--- src/rtl/seg7_scan_driver.sv ---
// Purpose: scans four BCD digits onto a 4-digit common-anode 7-segment display (blanking, dp, blink).
// Latency: pins follow scan/shadow/control state one clock later; digits are re-latched once per frame.
// Backpressure: none; free-running scan, seg1..seg4 are sampled only at frame boundaries.
module seg7_scan_driver #(
  parameter int DIGIT_TICKS  = 100_000,  // clocks each digit is driven, >= 2
  parameter int BLINK_FRAMES = 125       // full frames per blink half-period, >= 1
) (
  input  logic       clk,
  input  logic       resetn,
  input  logic [3:0] seg1,        // tens of seconds, leftmost
  input  logic [3:0] seg2,        // units of seconds
  input  logic [3:0] seg3,        // tens of hundredths
  input  logic [3:0] seg4,        // units of hundredths, rightmost
  input  logic       display_en,
  input  logic       dp_en,
  input  logic       blank_lz,
  input  logic       blink_en,
  output logic [3:0] an,          // active-low, an[3] = seg1 ... an[0] = seg4
  output logic [6:0] cathode,     // active-low {g,f,e,d,c,b,a}
  output logic       dp,          // active-low
  output logic       frame_tick
);

  // Counter widths; a one-bit floor keeps degenerate parameter values legal.
  localparam int TICK_W  = (DIGIT_TICKS > 1) ? $clog2(DIGIT_TICKS) : 1;
  localparam int FRAME_W = (BLINK_FRAMES > 1) ? $clog2(BLINK_FRAMES) : 1;

  localparam logic [TICK_W-1:0]  TICK_LAST  = TICK_W'(DIGIT_TICKS - 1);
  localparam logic [FRAME_W-1:0] FRAME_LAST = FRAME_W'(BLINK_FRAMES - 1);

  localparam logic [6:0] SEG_DARK = 7'b1111111;
  localparam logic [3:0] AN_DARK  = 4'b1111;

  // Refuse to elaborate with parameters the scan timing cannot honour.
  if (DIGIT_TICKS < 2) begin : g_bad_digit_ticks
    $error("seg7_scan_driver: DIGIT_TICKS must be >= 2");
  end
  if (BLINK_FRAMES < 1) begin : g_bad_blink_frames
    $error("seg7_scan_driver: BLINK_FRAMES must be >= 1");
  end

  // BCD to active-low segments; codes 10..15 are shown as a dash so a
  // corrupted digit is visible rather than silently rendered as garbage.
  function automatic logic [6:0] bcd_to_seg(input logic [3:0] d);
    logic [6:0] s;
    case (d)
      4'd0:    s = 7'b1000000;
      4'd1:    s = 7'b1111001;
      4'd2:    s = 7'b0100100;
      4'd3:    s = 7'b0110000;
      4'd4:    s = 7'b0011001;
      4'd5:    s = 7'b0010010;
      4'd6:    s = 7'b0000010;
      4'd7:    s = 7'b1111000;
      4'd8:    s = 7'b0000000;
      4'd9:    s = 7'b0010000;
      default: s = 7'b0111111;
    endcase
    return s;
  endfunction

  // ---------------------------------------------------------------------------
  // State
  // ---------------------------------------------------------------------------
  logic [TICK_W-1:0]  tick_q, tick_d;
  logic [1:0]         idx_q, idx_d;            // scan slot, 0 = seg4 ... 3 = seg1
  logic               frame_tick_q, frame_tick_d;
  logic               first_q, first_d;        // set until the first clock after reset
  logic [3:0][3:0]    shadow_q, shadow_d;      // indexed by scan slot
  logic [FRAME_W-1:0] frame_cnt_q, frame_cnt_d;
  logic               phase_on_q, phase_on_d;  // blink phase, 1 = lit
  logic [3:0]         an_q, an_d;
  logic [6:0]         cathode_q, cathode_d;
  logic               dp_q, dp_d;

  logic               tick_wrap;
  logic               frame_bnd;
  logic [3:0]         digit;
  logic               lz_blank;
  logic               lit;

  // ---------------------------------------------------------------------------
  // Scan timing
  // ---------------------------------------------------------------------------

  // Advance the per-digit tick counter and step the slot on every wrap.
  always_comb begin
    tick_wrap    = (tick_q == TICK_LAST);
    frame_bnd    = tick_wrap && (idx_q == 2'd3);
    tick_d       = tick_wrap ? '0 : tick_q + 1'b1;
    idx_d        = tick_wrap ? idx_q + 2'd1 : idx_q;
    frame_tick_d = frame_bnd;
  end

  // Scan counters and the frame pulse.
  always_ff @(posedge clk or negedge resetn) begin
    if (!resetn) begin
      tick_q       <= '0;
      idx_q        <= 2'd0;
      frame_tick_q <= 1'b0;
    end else begin
      tick_q       <= tick_d;
      idx_q        <= idx_d;
      frame_tick_q <= frame_tick_d;
    end
  end

  // ---------------------------------------------------------------------------
  // Frame-synchronous digit capture
  // ---------------------------------------------------------------------------

  // Latch all four digits together so a frame never mixes old and new time;
  // the extra load right after reset gets real digits on screen within a frame.
  always_comb begin
    shadow_d = shadow_q;
    first_d  = 1'b0;
    if (frame_bnd || first_q) begin
      shadow_d = {seg1, seg2, seg3, seg4};
    end
  end

  // Shadow digit registers.
  always_ff @(posedge clk or negedge resetn) begin
    if (!resetn) begin
      shadow_q <= '0;
      first_q  <= 1'b1;
    end else begin
      shadow_q <= shadow_d;
      first_q  <= first_d;
    end
  end

  // ---------------------------------------------------------------------------
  // Blink phase
  // ---------------------------------------------------------------------------

  // Count frames while blinking; disabling blink parks the phase at ON so the
  // next enable always begins with a lit half-period.
  always_comb begin
    frame_cnt_d = frame_cnt_q;
    phase_on_d  = phase_on_q;
    if (!blink_en) begin
      frame_cnt_d = '0;
      phase_on_d  = 1'b1;
    end else if (frame_bnd) begin
      if (frame_cnt_q == FRAME_LAST) begin
        frame_cnt_d = '0;
        phase_on_d  = ~phase_on_q;
      end else begin
        frame_cnt_d = frame_cnt_q + 1'b1;
      end
    end
  end

  // Blink counter and phase registers.
  always_ff @(posedge clk or negedge resetn) begin
    if (!resetn) begin
      frame_cnt_q <= '0;
      phase_on_q  <= 1'b1;
    end else begin
      frame_cnt_q <= frame_cnt_d;
      phase_on_q  <= phase_on_d;
    end
  end

  // ---------------------------------------------------------------------------
  // Pin generation
  // ---------------------------------------------------------------------------

  // Build the next pin pattern from the current slot; overrides are applied in
  // rising priority: leading-zero blank, blink OFF phase, display disable.
  // The phase is qualified with blink_en directly so dropping blink relights
  // the display on the very next clock instead of waiting for phase_on_q.
  always_comb begin
    digit     = shadow_q[idx_q];
    lz_blank  = blank_lz && (idx_q == 2'd3) && (digit == 4'd0);
    lit       = phase_on_q || !blink_en;
    an_d      = ~(4'b0001 << idx_q);
    cathode_d = bcd_to_seg(digit);
    dp_d      = ~(dp_en && (idx_q == 2'd2));
    if (lz_blank) begin
      an_d      = AN_DARK;
      cathode_d = SEG_DARK;
    end
    if (!lit) begin
      an_d = AN_DARK;
      dp_d = 1'b1;
    end
    if (!display_en) begin
      an_d      = AN_DARK;
      cathode_d = SEG_DARK;
      dp_d      = 1'b1;
    end
  end

  // Registered pins; reset darkens the display without waiting for a clock.
  always_ff @(posedge clk or negedge resetn) begin
    if (!resetn) begin
      an_q      <= AN_DARK;
      cathode_q <= SEG_DARK;
      dp_q      <= 1'b1;
    end else begin
      an_q      <= an_d;
      cathode_q <= cathode_d;
      dp_q      <= dp_d;
    end
  end

  assign an         = an_q;
  assign cathode    = cathode_q;
  assign dp         = dp_q;
  assign frame_tick = frame_tick_q;

endmodule

--- config.mk ---
export PLATFORM = sky130hd
export DESIGN_NAME = seg7_scan_driver
export DESIGN_NICKNAME = d
export VERILOG_FILES = /design/src/rtl/seg7_scan_driver.sv
export SDC_FILE = /design/constraint.sdc
export NUM_CORES = 1
export LEC_CHECK = 0
export BUFFER_PORTS_ARGS = -buffer_cell sky130_fd_sc_hd__buf_2
export CAP_MARGIN = 0
export CORE_ASPECT_RATIO = 0.6
export CORE_MARGIN = 10
export CORE_UTILIZATION = 55
export DETAILED_ROUTE_END_ITERATION = 8
export PLACE_DENSITY = 0.76
export SYNTH_ARGS = -nofsm -noshare
export SYNTH_HDL_FRONTEND = slang
export SYNTH_SLANG_ARGS = --single-unit
--- constraint.sdc ---
create_clock -name clk -period 5.8 [get_ports clk]
set_input_delay 0.29 -clock clk [delete_from_list [all_inputs] [get_ports clk]]
set_output_delay 0.29 -clock clk [all_outputs]
set_load 0.01 [all_outputs]
==> impl_metrics.env, run 1 <==
export IMPL_ys_seq_area_share_pct=51.15
export IMPL_cp_arrival_ns=2.84
export IMPL_globalRouteOverflowTotal=0
export IMPL_fin_worst_hold_slack_ns=0.06697
export IMPL_crit_buf_inv=0
export IMPL_finalCritPeriodShare_pct=44.88
export IMPL_numCtsBuffers=9
export IMPL_cellPowerDensity_nw_per_um2=271.2
export IMPL_cts_sinks=57
export IMPL_yosysTopAreaCell="dfrtp_1"
export IMPL_synth_warning_count=0
export IMPL_routed_wl_mm=5.704
export IMPL_synthCells=239
export IMPL_cts_setup_buffers=0
export IMPL_crit_family="simple AND/OR/NAND/NOR gates"
export IMPL_clock_latency_ns=0.35
export IMPL_core_um2=5005
export IMPL_n_antenna_cell=0
export IMPL_hp_class="in2async"
export IMPL_synth_nets=275
export IMPL_final_util_pct=64.43
export IMPL_relSlewSlack_pct=37.01
export IMPL_vias=1939
export IMPL_rr_worst_depth=4
export IMPL_place_congestion=0.8675
export IMPL_drt_initial_drc_count=137
export IMPL_netlist_area_leader_share_pct=38.12
export IMPL_synth_cell_types=53
export IMPL_cpMaxStageDelayCell="o21ba_1"
export IMPL_vdd_ir_drop_max_v=0.0002285
export IMPL_start_util_pct=56.40
export IMPL_ff2ff_setup_slack_ns=3.20
export IMPL_area_growth_synth_to_final_pct=14.23
export IMPL_period_needed_ns=2.603
export IMPL_tightestPinTransition_ns=0.9449
export IMPL_first_pass_iters=4
export IMPL_hold_viol_final=0
export IMPL_drive_gt1_share_pct=32.74
export IMPL_die_area_um2=8491
export IMPL_p_leak_nw=1.399
export IMPL_dieHeight_um=75.49
export IMPL_cpPeakStageDelay_ns=0.64
export IMPL_setup_viol=0
export IMPL_timing_rr_start="tick_q[11]$_DFF_PN0_"
export IMPL_max_cap_viol_count=0
export IMPL_critPathLaunchType="flip-flop"
export IMPL_r2r_end="shadow_q[5]$_DFFE_PN0P_"
export IMPL_yosysMostFrequentCell="dfrtp_1"
export IMPL_dpl_worst_slack_ns=3.229
export IMPL_cts_max_path_buffers=2
export IMPL_antenna_found_initial=0
export IMPL_synth_seq_cells=57
export IMPL_critPathKind="reg2reg"
export IMPL_root_buffer="clkbuf_8"
export IMPL_wl_per_cell_um=16.44
export IMPL_port_buffers=34
export IMPL_async_flop_share_pct=100.0
export IMPL_tns_ns=0
export IMPL_synth_area_leaders="dfrtp_1 38%, dfstp_2 13%, ha_1 6.2%"
export IMPL_crit_required_ns=6.03
export IMPL_rsz0062_at_grt="false"
export IMPL_grt_pass1_wl_mm=9.432
export IMPL_ant_nets=0
export IMPL_drv_slew=0
export IMPL_finClkSkew_ns=0.009694
export IMPL_grtUsageTotal_pct=14.42
export IMPL_synth_edff_count=0
export IMPL_cp_max_fo=16
export IMPL_fin_nets=312
export IMPL_dpl_hpwl_mm=3.985
export IMPL_fin_area_um2=3224
export IMPL_clkTransAtPathRegs_ns=0.07
export IMPL_fmax_ghz=0.3842
export IMPL_synth_flop_cell="dfrtp_1"
export IMPL_die_w_um=112.5
export IMPL_layout_setup_ws_ns=3.197
export IMPL_hold_buffers=0
export IMPL_syn_cell_area_um2=2823
export IMPL_grt_max_degree=58
export IMPL_row_count=20
export IMPL_status="completed"
export IMPL_ios=35
export IMPL_dpl_instance_area_um2=3025
export IMPL_yosys_top_cells_count="43 x dfrtp_1, 15 x inv_1, 14 x dfstp_2, 14 x ha_1, 14 x nor2_1"
export IMPL_crit_chain="nor4b_1 > nand4_1 > o21ba_1 > mux2_4"
export IMPL_cts_tree="yes"
export IMPL_via_per_inst=5.588
export IMPL_critPathCaptureType="flip-flop"
export IMPL_cts_repair_resized=0
export IMPL_avgSynthCellArea_um2=11.81
export IMPL_drc_errors=0
export IMPL_cts_htree_levels=3
export IMPL_grt_pass1_vias=1927
## per-layer routing
metal,global-route usage (%),vias to the layer above,routed length (um)
li1,-,921,-
met1,19.17,946,2812
met5,0,-,0
met2,19.83,61,2369
met3,7.862,11,457
met4,3.782,0,65
## cell type report
cell class / instances / area, um^2
Fill cell: 407 / 1780
Clock inverter: 3 / 40.04
Inverter: 15 / 56.30
Sequential cell: 57 / 1444
Clock buffer: 13 / 158.9
Timing Repair Buffer: 35 / 177.7
Multi-Input combinational cell: 158 / 1265
Tap cell: 66 / 82.58
## state kept, by name, summed over array words and instances (netlist names)
| name | count |
|---|---|
| tick_q | 17 |
| shadow_q | 16 |
| cathode | 7 |
| frame_cnt_q | 7 |
| an | 4 |
| idx_q | 2 |
| dp | 1 |
| first_q | 1 |
| frame_tick | 1 |
| phase_on_q | 1 |
## cells by family after synthesis
logic type,synth area share [%]
muxes,12.06
adders and majority gates,6.206
AOI/OAI and AO/OA,8.245
and+or+nand+nor,13.83
other,0.1329
xor gates and xnor gates,4.344
buffers and inverters,4.033
DFF,51.15
## cell usage in the layout, fill, tap and decap left out, types with 4 or more instances in the layout
master / synthesis / layout
a21oi_1: 6 / 6
mux2_4: 10 / 10
inv_1: 15 / 15
nand4_1: 6 / 6
buf_2: 3 / 34
nor2_1: 14 / 14
nand3_1: 11 / 11
dfrtp_1: 43 / 43
nor3_1: 5 / 5
ha_1: 14 / 14
mux4_2: 4 / 4
dfstp_2: 14 / 14
xnor2_1: 10 / 10
clkbuf_8: 0 / 11
xor2_1: 4 / 4
o21ai_0: 11 / 11
nand2_1: 12 / 12
mux2_2: 8 / 8
## where the power goes
| part | internal, mW | switching [mW] | leakage (nW) | total, mW |
|---|---|---|---|---|
| Sequential | 0.419 | 0.00818 | 0.697 | 0.427 |
| Combinational | 0.0352 | 0.0381 | 0.599 | 0.0733 |
| Clock | 0.220 | 0.154 | 0.103 | 0.374 |
| Total | 0.675 | 0.200 | 1.40 | 0.874 |
## through the flow
stage	cells	total power [mW]
2_1_floorplan	239	0.4780
3_3_place_gp	331	0.5040
3_5_place_dp	331	0.5070
4_1_cts	347	0.8822
5_1_grt	347	0.9128
6_report	347	0.8745
## worst max path at each step
stage / startpoint / endpoint / slack [ns] / cells past startpoint
global route: tick_q[11]$_DFF_PN0_ / shadow_q[6]$_DFFE_PN0P_ / 3.02 / 4
detailed placement: tick_q[11]$_DFF_PN0_ / shadow_q[5]$_DFFE_PN0P_ / 3.23 / 4
CTS: tick_q[11]$_DFF_PN0_ / shadow_q[5]$_DFFE_PN0P_ / 3.22 / 4
finish: tick_q[11]$_DFF_PN0_ / shadow_q[5]$_DFFE_PN0P_ / 3.20 / 4
global placement: tick_q[11]$_DFF_PN0_ / shadow_q[9]$_DFFE_PN0P_ / 3.35 / 4
floorplan: tick_q[0]$_DFF_PN0_ / shadow_q[0]$_DFFE_PN0P_ / 3.76 / 7
No activity file was read; power rests on OpenSTA's default activity.
==> run 2: changes to the inputs <==
- ABC_AREA: not set -> 1
- CORE_UTILIZATION: 55 -> 52
- PLACE_DENSITY: 0.76 -> 0.75
- clock period: 5.8 -> 2.25 ns (I/O delays scaled with it)
==> run 2 against run 1 <==
Non-clock buffer count up 20. Flip-flop and latch count unchanged. Via count up 25%. Largest cell class unchanged. Critical endpoint is now cathode[0]$_DFF_PN1_.
==> impl_metrics.env, run 2 <==
export IMPL_die_w_um=117.1
export IMPL_place_congestion=0.8402
export IMPL_synth_nets=387
export IMPL_max_cap_viol_count=0
export IMPL_hold_viol_final=0
export IMPL_fmax_ghz=0.5087
export IMPL_via_per_inst=4.996
export IMPL_globalRouteOverflowTotal=0
export IMPL_vias=2423
export IMPL_antenna_found_initial=0
export IMPL_top_register="tick_q"
export IMPL_routed_wl_mm=6.314
export IMPL_ios=35
export IMPL_root_buffer="clkbuf_8"
export IMPL_finClkSkew_ns=0.01014
export IMPL_fin_worst_hold_slack_ns=0.06353
export IMPL_drc_errors=0
export IMPL_drive_gt1_share_pct=18.99
export IMPL_ys_seq_area_share_pct=49.11
export IMPL_avgSynthCellArea_um2=8.377
export IMPL_synth_area_leaders="dfrtp_1 37%, nand2_1 14%, dfstp_2 13%"
export IMPL_die_area_um2=9161
export IMPL_cts_htree_levels=3
export IMPL_critPathLaunchType="flip-flop"
export IMPL_core_um2=5518
export IMPL_synth_seq_cells=57
export IMPL_port_buffers=34
export IMPL_numCtsBuffers=9
export IMPL_finalCritPeriodShare_pct=87.37
export IMPL_final_cell_count_no_fill=485
export IMPL_period_needed_ns=1.966
export IMPL_row_count=21
export IMPL_start_util_pct=53.29
export IMPL_cp_arrival_ns=2.23
export IMPL_intPower_mw=1.685
export IMPL_critPathKind="reg2reg"
export IMPL_fillers=462
export IMPL_synth_flop_cell="dfrtp_1"
export IMPL_n_antenna_cell=0
export IMPL_grt_pass1_wl_mm=10.90
export IMPL_syn_cell_area_um2=2940
export IMPL_clkTransAtPathRegs_ns=0.07
export IMPL_largest_reg_flops=17
export IMPL_cts_sinks=57
export IMPL_first_pass_iters=4
export IMPL_pwr_share_clk_pct=41.4
export IMPL_fin_nets=447
export IMPL_yosysMostFrequentCell="nand2_1"
export IMPL_dp_cells=450
export IMPL_dpl_hpwl_mm=4.507
export IMPL_final_cell_mix="106 x nand2_1, 43 x dfrtp_1, 40 x nand3_1"
export IMPL_rsz0062_at_grt="false"
export IMPL_drv_slew=0
export IMPL_final_common_cell="nand2_1"
export IMPL_p_leak_nw=1.799
export IMPL_drt_initial_drc_count=173
export IMPL_cts_max_path_buffers=2
export IMPL_clock_latency_ns=0.35
export IMPL_pwr_share_comb_pct=9.8
export IMPL_wl_per_cell_um=13.02
export IMPL_grt_pass1_vias=2311
export IMPL_tightestPinTransition_ns=0.6949
export IMPL_synth_warning_count=0
export IMPL_status="completed"
export IMPL_synthCells=351
export IMPL_cts_repair_resized=0
export IMPL_hp_class="in2reg"
export IMPL_yosysTopAreaCell="dfrtp_1"
export IMPL_setup_viol=0
export IMPL_top_regs="tick_q: 17 flops, shadow_q: 16 flops"
export IMPL_p_sw_share_pct=25.95
export IMPL_tns_ns=0
export IMPL_cts_tree="yes"
export IMPL_relSlewSlack_pct=53.67
export IMPL_yosys_top_cells_count="106 x nand2_1, 43 x dfrtp_1, 40 x nand3_1"
export IMPL_grt_max_degree=58
export IMPL_area_growth_synth_to_final_pct=20.26
export IMPL_crit_required_ns=2.52
export IMPL_cellPowerDensity_nw_per_um2=643.5
export IMPL_grtUsageTotal_pct=14.86
export IMPL_cp_max_fo=12
export IMPL_seq_power_share_pct=48.8
export IMPL_p_sw_mw=0.5904
export IMPL_dieHeight_um=78.25
export IMPL_async_flop_share_pct=100.0
export IMPL_vdd_ir_drop_max_v=0.0004277
export IMPL_ant_nets=0
export IMPL_critPathCaptureType="flip-flop"
export IMPL_synth_edff_count=0
export IMPL_synth_cell_types=32
export IMPL_netlist_area_leader_share_pct=36.60
==> run 2: cell count changes in the layout (fill, tap and decap cells not counted), sizes merged, moves of 4 or more <==
cell         before  now
mux2             18    0
clkbuf           13    9
nand2            12  111
nor2             14   28
xnor2            10    1
mux4              4    0
dlygate4sd3       0   19
nand3            12   42
xor2              4    9
inv              15   40
==> run 2: kinds of logic (layout without fill, tap and decap cells) <==
group                      count (synthesis)  in the layout  share of synthesized area [%]
other                                      1              1                         0.1275
AOI/OAI and AO/OA                         26             26                          4.936
adders and majority gates                 14             14                          5.958
buffers and inverters                     47            112                          7.319
and+or+nand+nor                          196            196                          29.57
DFF                                       57             57                          49.11
xor gates and xnor gates                  10             10                          2.979
==> run 2: area by class of cell <==
class	count	area (um^2)	share of cell area [%]
Sequential cell	57	1444	40.83
Clock inverter	7	71.32	2.017
Inverter	41	153.9	4.352
Clock buffer	9	123.9	3.503
Tap cell	69	86.33	2.442
Multi-Input combinational cell	247	1281	36.24
Timing Repair Buffer	55	375.4	10.62
==> run 2: per-stage QoR <==
step	area, um^2	total power [mW]	utilization, %	setup WS [ns]
final	3536	2.275	64.08	0.2842
after global routing	3536	2.378	64.08	0.07314
after CTS	3536	2.295	64.08	0.2996
after detailed placement	3151	1.326	57.10	0.3110
after global placement	3151	1.321	57.10	0.4189
after floorplan	2940	1.240	-	0.5333
==> run 2: what timing repair did <==
item / CTS / global route
hold buffers: 19 / 0
setup buffers: 0 / 0
endpoints found under the hold margin: 61 / 0
==> run 2: layer usage <==
| layer | track usage [%] | routed length, um |
|---|---|---|
| met5 | 0 | 0 |
| met4 | 6.143 | 103 |
| met3 | 4.935 | 429 |
| met2 | 20.26 | 2569 |
| met1 | 20.95 | 3212 |
==> run 2: path summary, 6_finish.rpt <==
| path | from | to | slack (ns) | depth (start not counted) |
|---|---|---|---|---|
| max | idx_q[0]$_DFFE_PN0N_ | cathode[0]$_DFF_PN1_ | 0.28 | 9 |
| min | blink_en | frame_cnt_q[3]$_DFFE_PN0P_ | 0.06 | 3 |
| max reg2reg | idx_q[0]$_DFFE_PN0N_ | cathode[0]$_DFF_PN1_ | 0.28 | 9 |
| min reg2reg | tick_q[0]$_DFF_PN0_ | tick_q[0]$_DFF_PN0_ | 0.47 | 1 |
| max in group asynchronous | resetn | frame_cnt_q[4]$_DFFE_PN0P_ | 1.36 | 3 |
| min in group asynchronous | resetn | shadow_q[10]$_DFFE_PN0P_ | 0.43 | 3 |
==> run 2: worst max-delay path: stages (launching register included) <==
cell      delay, ns
dfrtp_1        0.56
inv_2          0.19
nand2_1        0.09
nand3_1        0.06
nand2_1        0.16
inv_1          0.11
ha_1           0.21
or2_2          0.30
o211ai_1       0.11
nand2_1        0.09
==> run 2: power groups by stage <==
stage | clock, mW | sequential [mW] | combinational (mW)
after global placement | 0 | 1.13 | 0.193
after floorplan | 0 | 1.13 | 0.110
final | 0.943 | 1.11 | 0.224
after global routing | 1.01 | 1.11 | 0.255
after detailed placement | 0 | 1.13 | 0.198
after CTS | 0.962 | 1.11 | 0.224
